$ cat src/rtl/fetch_sequencer_pkg.sv
// Shared definitions for the Favor instruction sequencer: state encoding and
// default geometry of the fetch path.
package cpu_pkg;

    typedef enum logic [2:0] {
        SEQ_ISSUE   = 3'd0,
        SEQ_WAIT    = 3'd1,
        SEQ_DECODE  = 3'd2,
        SEQ_EXECUTE = 3'd3,
        SEQ_HALT    = 3'd4
    } seq_state_e;

    localparam int          DEF_INSN_BYTES = 4;
    localparam int          DEF_MEM_LAT    = 1;
    localparam logic [63:0] DEF_RESET_PC   = 64'd0;
    // Alignment shift k for the default instruction size.
    localparam int          ALIGN_SHIFT    = $clog2(DEF_INSN_BYTES);

endpackage

$ cat src/rtl/fetch_sequencer.sv
// Instruction sequencer: issues BRAM reads, hands instructions to the decoder,
// waits for execute and owns the architectural PC (redirect, halt, resume).
module fetch_sequencer
    import cpu_pkg::*;
#(
    parameter int              PC_W       = 64,
    parameter int              ADDR_W     = 14,
    parameter int              INSN_W     = 32,
    parameter int              INSN_BYTES = DEF_INSN_BYTES,
    parameter int              MEM_LAT    = DEF_MEM_LAT,
    parameter logic [PC_W-1:0] RESET_PC   = PC_W'(DEF_RESET_PC)
) (
    input  logic              i_clk,
    input  logic              i_rst_n,
    output logic              o_mem_rd,
    output logic [ADDR_W-1:0] o_mem_addr,
    input  logic [INSN_W-1:0] i_mem_data,
    output logic [INSN_W-1:0] o_insn,
    output logic              o_insn_valid,
    input  logic              i_insn_ready,
    input  logic              i_exec_done,
    input  logic              i_halt,
    input  logic              i_redirect,
    input  logic [PC_W-1:0]   i_redirect_pc,
    input  logic              i_resume,
    output logic [PC_W-1:0]   o_pc,
    output logic              o_halted
);

    localparam int              K          = $clog2(INSN_BYTES);
    localparam int              LAT_W      = $clog2(MEM_LAT) + 1;
    localparam logic [LAT_W-1:0] LAT_INIT  = LAT_W'(MEM_LAT - 1);
    localparam logic [PC_W-1:0] ONE_PC     = PC_W'(1);
    localparam logic [PC_W-1:0] PC_INC     = PC_W'(INSN_BYTES);
    localparam logic [PC_W-1:0] ALIGN_MASK = ~((ONE_PC << K) - ONE_PC);

    seq_state_e        state_q;
    logic [PC_W-1:0]   pc_q;
    logic [PC_W-1:0]   pc_next_d;
    logic [LAT_W-1:0]  lat_cnt_q;
    logic              mem_rd_q;
    logic [INSN_W-1:0] insn_q;
    logic              insn_valid_q;
    logic              halted_q;

    // Next PC on leaving EXECUTE: aligned branch target or sequential step.
    always_comb begin
        if (i_redirect) begin
            pc_next_d = i_redirect_pc & ALIGN_MASK;
        end else begin
            pc_next_d = pc_q + PC_INC;
        end
    end

    // Sequencer FSM with registered outputs. Out of reset ISSUE spends one
    // cycle with the strobe low so the first pulse follows reset release.
    always_ff @(posedge i_clk or negedge i_rst_n) begin
        if (!i_rst_n) begin
            state_q      <= SEQ_ISSUE;
            pc_q         <= RESET_PC;
            lat_cnt_q    <= '0;
            mem_rd_q     <= 1'b0;
            insn_q       <= '0;
            insn_valid_q <= 1'b0;
            halted_q     <= 1'b0;
        end else begin
            case (state_q)
                SEQ_ISSUE: begin
                    if (mem_rd_q) begin
                        mem_rd_q  <= 1'b0;
                        lat_cnt_q <= LAT_INIT;
                        state_q   <= SEQ_WAIT;
                    end else begin
                        mem_rd_q  <= 1'b1;
                    end
                end
                SEQ_WAIT: begin
                    if (lat_cnt_q == '0) begin
                        insn_q       <= i_mem_data;
                        insn_valid_q <= 1'b1;
                        state_q      <= SEQ_DECODE;
                    end else begin
                        lat_cnt_q    <= lat_cnt_q - LAT_W'(1);
                    end
                end
                SEQ_DECODE: begin
                    if (i_insn_ready) begin
                        insn_valid_q <= 1'b0;
                        state_q      <= SEQ_EXECUTE;
                    end else begin
                        insn_valid_q <= 1'b1;
                    end
                end
                SEQ_EXECUTE: begin
                    if (i_exec_done) begin
                        pc_q <= pc_next_d;
                        if (i_halt) begin
                            halted_q <= 1'b1;
                            state_q  <= SEQ_HALT;
                        end else begin
                            mem_rd_q <= 1'b1;
                            state_q  <= SEQ_ISSUE;
                        end
                    end else begin
                        state_q <= SEQ_EXECUTE;
                    end
                end
                SEQ_HALT: begin
                    if (i_resume) begin
                        halted_q <= 1'b0;
                        mem_rd_q <= 1'b1;
                        state_q  <= SEQ_ISSUE;
                    end else begin
                        halted_q <= 1'b1;
                    end
                end
                default: begin
                    state_q      <= SEQ_ISSUE;
                    mem_rd_q     <= 1'b0;
                    insn_valid_q <= 1'b0;
                    halted_q     <= 1'b0;
                end
            endcase
        end
    end

    assign o_mem_rd     = mem_rd_q;
    assign o_mem_addr   = pc_q[ADDR_W-1:0];
    assign o_insn       = insn_q;
    assign o_insn_valid = insn_valid_q;
    assign o_pc         = pc_q;
    assign o_halted     = halted_q;

endmodule

$ cat config.mk
export PLATFORM = sky130hd
export DESIGN_NAME = fetch_sequencer
export DESIGN_NICKNAME = d
export VERILOG_FILES = /design/src/rtl/fetch_sequencer_pkg.sv /design/src/rtl/fetch_sequencer.sv
export SDC_FILE = /design/constraint.sdc
export NUM_CORES = 1
export LEC_CHECK = 0
export ABC_CLOCK_PERIOD_IN_PS = 2400
export CAP_MARGIN = 10
export CORE_ASPECT_RATIO = 1.4
export CORE_MARGIN = 3
export CORE_UTILIZATION = 41
export DETAILED_ROUTE_END_ITERATION = 7
export PLACE_DENSITY = 0.77
export RECOVER_POWER = 100
export SLEW_MARGIN = 5
export SYNTH_ARGS = -nofsm -noshare
export SYNTH_HDL_FRONTEND = slang
export SYNTH_SLANG_ARGS = --single-unit
$ cat constraint.sdc
create_clock -name i_clk -period 2.4 [get_ports i_clk]
set_input_delay 0.72 -clock i_clk [delete_from_list [all_inputs] [get_ports i_clk]]
set_output_delay 0.72 -clock i_clk [all_outputs]
set_load 0.03 [all_outputs]
==> results of run 1 <==
==> critical path: stages (launching register included) <==
cell	delay, ps
dfrtp_1	430
buf_4	170
clkdlybuf4s50_1	670
==> layout make-up <==
type                    instances  area share [%]
diodes                          1          0.0281
clock buffers                   9            2.53
clock inverters                 7            1.04
inverters                      17           0.718
multi-input cells             497            35.8
flip-flops and latches        100            28.2
well taps                     185            2.60
repair buffers                272            29.1
==> cells in the mapped netlist, types with 4 or more instances <==
cell type and n:
mux2_2 32, a21oi_1 41, or4_1 6, nand2_1 55, inv_1 17, nand3_1 42
a31o_2 6, o311a_1 5, o21ai_0 36, o22ai_1 6, a31oi_1 7, and3_1 13
nor3_1 28, clkbuf_1 38, a22oi_1 6, o211ai_1 4, dfrtp_1 100, buf_1 5
a311o_1 5, nand4_1 28, mux2i_1 9, a311oi_1 5, and2_1 4, a32oi_1 4
o2bb2ai_1 6, nor2b_1 4, buf_4 16, nor4_1 22, nor2_1 50, or3_1 9
==> per-layer routing <==
layer	vias to the layer above	GRT usage [%]	share of wire [%]
met5	-	0	0
met4	0	7.58	2.2
met3	32	4.37	7.0
met2	277	44.1	52
met1	3032	31.9	39
li1	2997	-	-
==> registers in the layout (all words and copies together) (netlist names) <==
| register | count |
|---|---|
| state_q | 3 |
| o_insn_valid | 1 |
| o_insn | 32 |
| o_halted | 1 |
| o_pc | 62 |
| o_mem_rd | 1 |
==> kinds of logic (layout without fill, tap and decap cells) <==
family	after synthesis	after routing	share of synthesized area (%)
muxes	41	41	7.49
adders and majority gates	1	1	0.208
DFF	100	100	41.6
and+or+nand+nor	288	288	26.1
other	1	5	0.0624
AOI/OAI and AO/OA	163	163	18.3
buffers and inverters	80	305	6.18
==> power breakdown <==
group          leakage (nW)  total, W  switching [W]  internal, W
logic                  2.23   0.00634        0.00359      0.00275
registers              1.16   0.00329       0.000834      0.00246
clock network         0.156   0.00157       0.000735     0.000840
total                  3.55    0.0112        0.00516      0.00605
==> stage by stage <==
| stage | total power, W | hold WS, ps | std cells | util, % |
|---|---|---|---|---|
| floorplan | 0.00687 | 424 | 677 | - |
| global placement | 0.00956 | 488 | 1071 | 60.7 |
| detailed placement | 0.00966 | 494 | 1071 | 60.7 |
| CTS | 0.0113 | 340 | 1087 | 62.9 |
| global route | 0.0118 | 526 | 1088 | 62.8 |
| finish | 0.0112 | 509 | 1088 | 62.8 |
==> worst paths after layout <==
check                      slack, ps  depth (start not counted)        from              to
setup / recovery                  60                          2    o_pc[10]  o_mem_addr[10]
hold / removal                   510                          1  o_insn[23]      o_insn[23]
setup reg to reg                 140                          5     o_pc[8]        o_pc[59]
hold reg to reg                  510                          1  o_insn[23]      o_insn[23]
max in group asynchronous        420                          2     i_rst_n         o_pc[7]
min in group asynchronous        630                          2     i_rst_n        o_halted
==> timing repair <==
item / in CTS / in global routing
endpoints found under the setup margin: 0 / 8
hold endpoints to repair: 0 / 0
resized for setup: 0 / 7
==> summary.md, run 1 <==
| Metric | Value |
|---|---|
| Die Area | 16200 µm² |
| Most common cell after layout, fill and taps aside | clkdlybuf4s50_1 |
| Failing checks | capacitance limit, slew limit |
| Final setup fails | 0 |
| Port Buffers | 209 |
| Crit Path Category | flop to output port |
| Core ar. | 14200 µm² |
| Largest net degree at the start of global routing | 64 |
| FILL cells | 1240 |
| Final wirelength | 20.2 mm |
| CTS tree | yes |
| Clock Skews | 8.25 ps |
| Main flop type after synthesis | dfrtp_1 |
| Slew Viols, Final | 64 |
| Syn Area/Cell | 8.92 µm² |
| Max transition margin | -8.11% |
| Tightest Hold Check Type | flop to flop |
| Worst Setup End Kind | output port |
| Asr flop ratio synth | 100% |
| Seq/Total Area, Yosys | 41.6% |
| Final antenna-violating net count | 0 |
| First-pass GRT wire length | 32.5 mm |
| Unique cell type count in the Yosys netlist | 72 |
| Initial antenna violation count | 1 |
| Clock Path Buffers | 2 |
| Total negative slack | 0 ps |
| Post-synthesis register bit count | 100 |
| H-tree levels | 3 |
| Area leader, netlist | dfrtp_1 |
| Total GRT Usage | 25.3% |
| Clock latency on the worst-skew pair | 350 ps |
| Setup bufs post-CTS | 0 |
| RSZ-0062 raised after global routing | no |
| Iter 0 DRT Violations | 448 |
| Initial Utilization | 42.4% |
| I/O pins | 216 |
| Worst Path Arrival | 1620 ps |
| Crit path required time | 1680 ps |
| Layout area overhead | 47.9% |
| Vias in the first global route | 6061 |
| Final nets | 1001 |
| Via density | 5.83 |
| Setup WS post-layout | 55.1 ps |
| Combined area of the multi-input logic cells | 3180 µm² |
| FMAX | 426 MHz |
| Vias | 6338 |
| Final Hold Fails | 0 |
| LEAKAGE | 3.55 nW |
| Row count | 51 |
| Outcome | complete, but fails checks |
| Mapped Cells | 674 |
| HPWL after DPL | 15.0 mm |
| Drc violations | 0 |
| CP Launch Type | flop |
| Post-DP Area | 8600 µm² |
| Grt ovf | 0 |
| Die Width | 108 µm |
| CP Max Fanout | 6 |
| CTS Buf Count | 9 |
| Wire per inst | 18.6 µm |
| Post-synth top area share | 41.6% |
| Yosys Warn Count | 0 |
| Die height | 149 µm |
| Final period util | 97.7% |
| Share of layout cells above drive strength 1 | 14.9% |
| GP Congestion | 0.903 |
| Most frequent cells in the layout | clkdlybuf4s50_1 (202), dfrtp_1 (99), nand2_1 (55), buf_4 (55), nor2_1 (50) |
| Root Driver | clkbuf_16 |
| Clock transition at path regs | 80 ps |
| FF+latch area | 2500 µm² |
| Final instance area | 8890 µm² |
| Min Tclk post-route | 2340 ps |
| Pre-CTS WS | -4.70 ps |
| Mapped Area | 6010 µm² |
| EDFF count, synth | 0 |
| Max_cap viols | 1 |
| Hold_buf cts | 0 |
| Drt pass-1 iters | 5 |
| Pwr Density | 1260 nW/µm² |
| Ranking of synthesized cells by area | dfrtp_1 (42%), mux2_2 (6.0%), nand3_1 (3.5%) |
| Tightest Pin Transition | 1620 ps |
| CTS sink cnt | 100 |
| Peak VDD IR | 0.757 mV |
(Power assumes the default switching activity.)
==> run 2, diff against run 1 <==
Settings changed: CTS_CLUSTER_DIAMETER from default to 120.
==> results of run 2 <==
Final layout, timing and power as in run 1 (identical DEF).
==> run 3, diff against run 2 <==
Settings changed: CAP_MARGIN 10 to 20, CORE_UTILIZATION 41 to 40, CTS_CLUSTER_SIZE from default to 10, PLACE_DENSITY 0.77 to 0.76.
==> run 3 against run 2 <==
  * The run now ends clean
  * Die area up 2.4%
  * Via count up 0.58%
  * Combinational power down 3.6%
  * Clock skew up 3.3 ps
==> summary.md, run 3 (synthesis results as in run 1) <==
| Metric | Value |
|---|---|
| Outcome | finished, final reports clean |
| Port Buffers | 209 |
| Crit-path max cell delay | 750 ps |
| Slowest cell on the critical path | clkdlybuf4s50_1 |
| Drt pass-1 iters | 5 |
| First-pass GRT wire length | 32.2 mm |
| Die Area | 16600 µm² |
| Worst Path Arrival | 1630 ps |
| Core ar. | 14600 µm² |
| Total GRT Usage | 24.7% |
| Clock latency on the worst-skew pair | 350 ps |
| I/O pins | 216 |
| Clock Path Buffers | 2 |
| Crit-path cells | clkdlybuf4s50_1 |
| Crit Path Category | flop to output port |
| GP Congestion | 0.933 |
| LEAKAGE | 3.55 nW |
| Die height | 151 µm |
| CTS tree | yes |
| CP Launch Type | flop |
| Final setup fails | 0 |
| Vias in the first global route | 6328 |
| Most frequent cells in the layout | clkdlybuf4s50_1 (125), dfrtp_1 (99), dlygate4sd3_1 (82), nand2_1 (55), nor2_1 (50) |
| Initial Utilization | 41.3% |
| H-tree levels | 3 |
| FMAX | 425 MHz |
| Total negative slack | 0 ps |
| CP Max Fanout | 8 |
| Drc violations | 0 |
| Min Tclk post-route | 2350 ps |
| CTS sink cnt | 100 |
| Largest net degree at the start of global routing | 56 |
| Clock transition at path regs | 80 ps |
| Layout Cells excl Fill | 1101 |
| Final period util | 98.1% |
| Initial antenna violation count | 1 |
| RSZ-0062 raised after global routing | no |
| Via density | 5.79 |
| Final wirelength | 20.3 mm |
| Max transition margin | 30.9% |
| Vias | 6375 |
| Pint | 0.00573 W |
| Grt ovf | 0 |
| Clock Skews | 11.6 ps |
| Cell family with most CP delay | buffers and inverters |
| Crit path required time | 1680 ps |
| Layout area overhead | 47.7% |
| WP buf/inv | 1 |
| Hold_buf cts | 0 |
| Slew Viols, Final | 0 |
| Wire per inst | 18.4 µm |
| Cts repair resizes | 0 |
| Peak VDD IR | 0.682 mV |
| Logic pwr share | 56.4% |
| Die Width | 110 µm |
| FILL cells | 1307 |
| Worst Setup End Kind | output port |
| Share of layout cells above drive strength 1 | 14.6% |
| Setup bufs post-CTS | 0 |
| Max FFs per register | 62 |
| Sw frac | 47.1% |
| Pwr Density | 1220 nW/µm² |
| Root Driver | clkbuf_16 |
| CTS Buf Count | 9 |
| Row count | 52 |
| Final nets | 1010 |
| Tightest Hold Check Type | flop to flop |
| Clock Power Share | 13.7% |
| Final antenna-violating net count | 0 |
| Placed Instances | 1084 |
| Final Hold Fails | 0 |
| Sequential Power Share | 29.8% |
| Tightest Pin Transition | 1040 ps |
| Iter 0 DRT Violations | 384 |
| Psw | 0.00510 W |
| HPWL after DPL | 15.4 mm |
| Most common cell after layout, fill and taps aside | clkdlybuf4s50_1 |
| Max_cap viols | 0 |
-- run 3: changes by cell type in the layout (fill, tap and decap cells not counted), moves of 2 or more --
cell	previous run	this run
clkbuf_1	4	10
clkbuf_2	3	12
inv_6	3	1
inv_8	1	3
buf_4	55	45
clkdlybuf4s50_1	202	125
dlygate4sd3_1	2	82
clkbuf_4	0	2
nor4_1	19	21
-- run 3: routing by layer --
metal | share of wire (%) | vias to the layer above | GRT usage [%]
met1 | 38 | 3080 | 29.8
li1 | - | 3007 | -
met3 | 6.8 | 27 | 4.95
met2 | 53 | 261 | 43.1
met4 | 2.1 | 0 | 8.92
met5 | 0 | - | 0
-- run 3: worst paths after layout --
kind                       slack (ps)         to       from  depth (start not counted)
max                                50   o_pc[37]   o_pc[37]                          1
min                               500  o_insn[8]  o_insn[8]                          1
max reg2reg                       150   o_pc[59]   o_pc[40]                          5
min reg2reg                       500  o_insn[8]  o_insn[8]                          1
max in group asynchronous         410   o_pc[16]    i_rst_n                          2
min in group asynchronous         550   o_halted    i_rst_n                          1
-- run 3: stage by stage --
step | util, % | instance area, µm² | setup WS (ps) | power, W | hold slack, ps
5_1_grt | 61.0 | 8880 | 5.48 | 0.0115 | 529
4_1_cts | 61.6 | 8980 | 49.8 | 0.0112 | 379
3_3_place_gp | 59.6 | 8680 | 20.5 | 0.00963 | 487
6_report | 61.0 | 8880 | 45.4 | 0.0108 | 503
2_1_floorplan | - | 6030 | 1.54 | 0.00687 | 424
3_5_place_dp | 59.6 | 8680 | 13.8 | 0.00971 | 495
-- run 3: area by class of cell --
| cell class | count | area (µm²) | area share [%] |
|---|---|---|---|
| Timing Repair Buffer | 281 | 2620 | 29.4 |
| Antenna cell | 1 | 2.50 | 0.0282 |
| Clock inverter | 7 | 76.3 | 0.859 |
| Clock buffer | 9 | 225 | 2.54 |
| Tap cell | 189 | 236 | 2.66 |
| Multi-Input combinational cell | 497 | 3160 | 35.6 |
| Sequential cell | 100 | 2500 | 28.2 |
| Inverter | 17 | 63.8 | 0.718 |
-- run 3: power by group through the flow --
stage | Clock [W] | Combinational [W] | Sequential (W)
after floorplan | 0 | 0.00218 | 0.00469
after global placement | 0 | 0.00637 | 0.00326
after detailed placement | 0 | 0.00642 | 0.00328
after CTS | 0.00150 | 0.00645 | 0.00326
after global routing | 0.00159 | 0.00653 | 0.00337
final | 0.00149 | 0.00611 | 0.00323
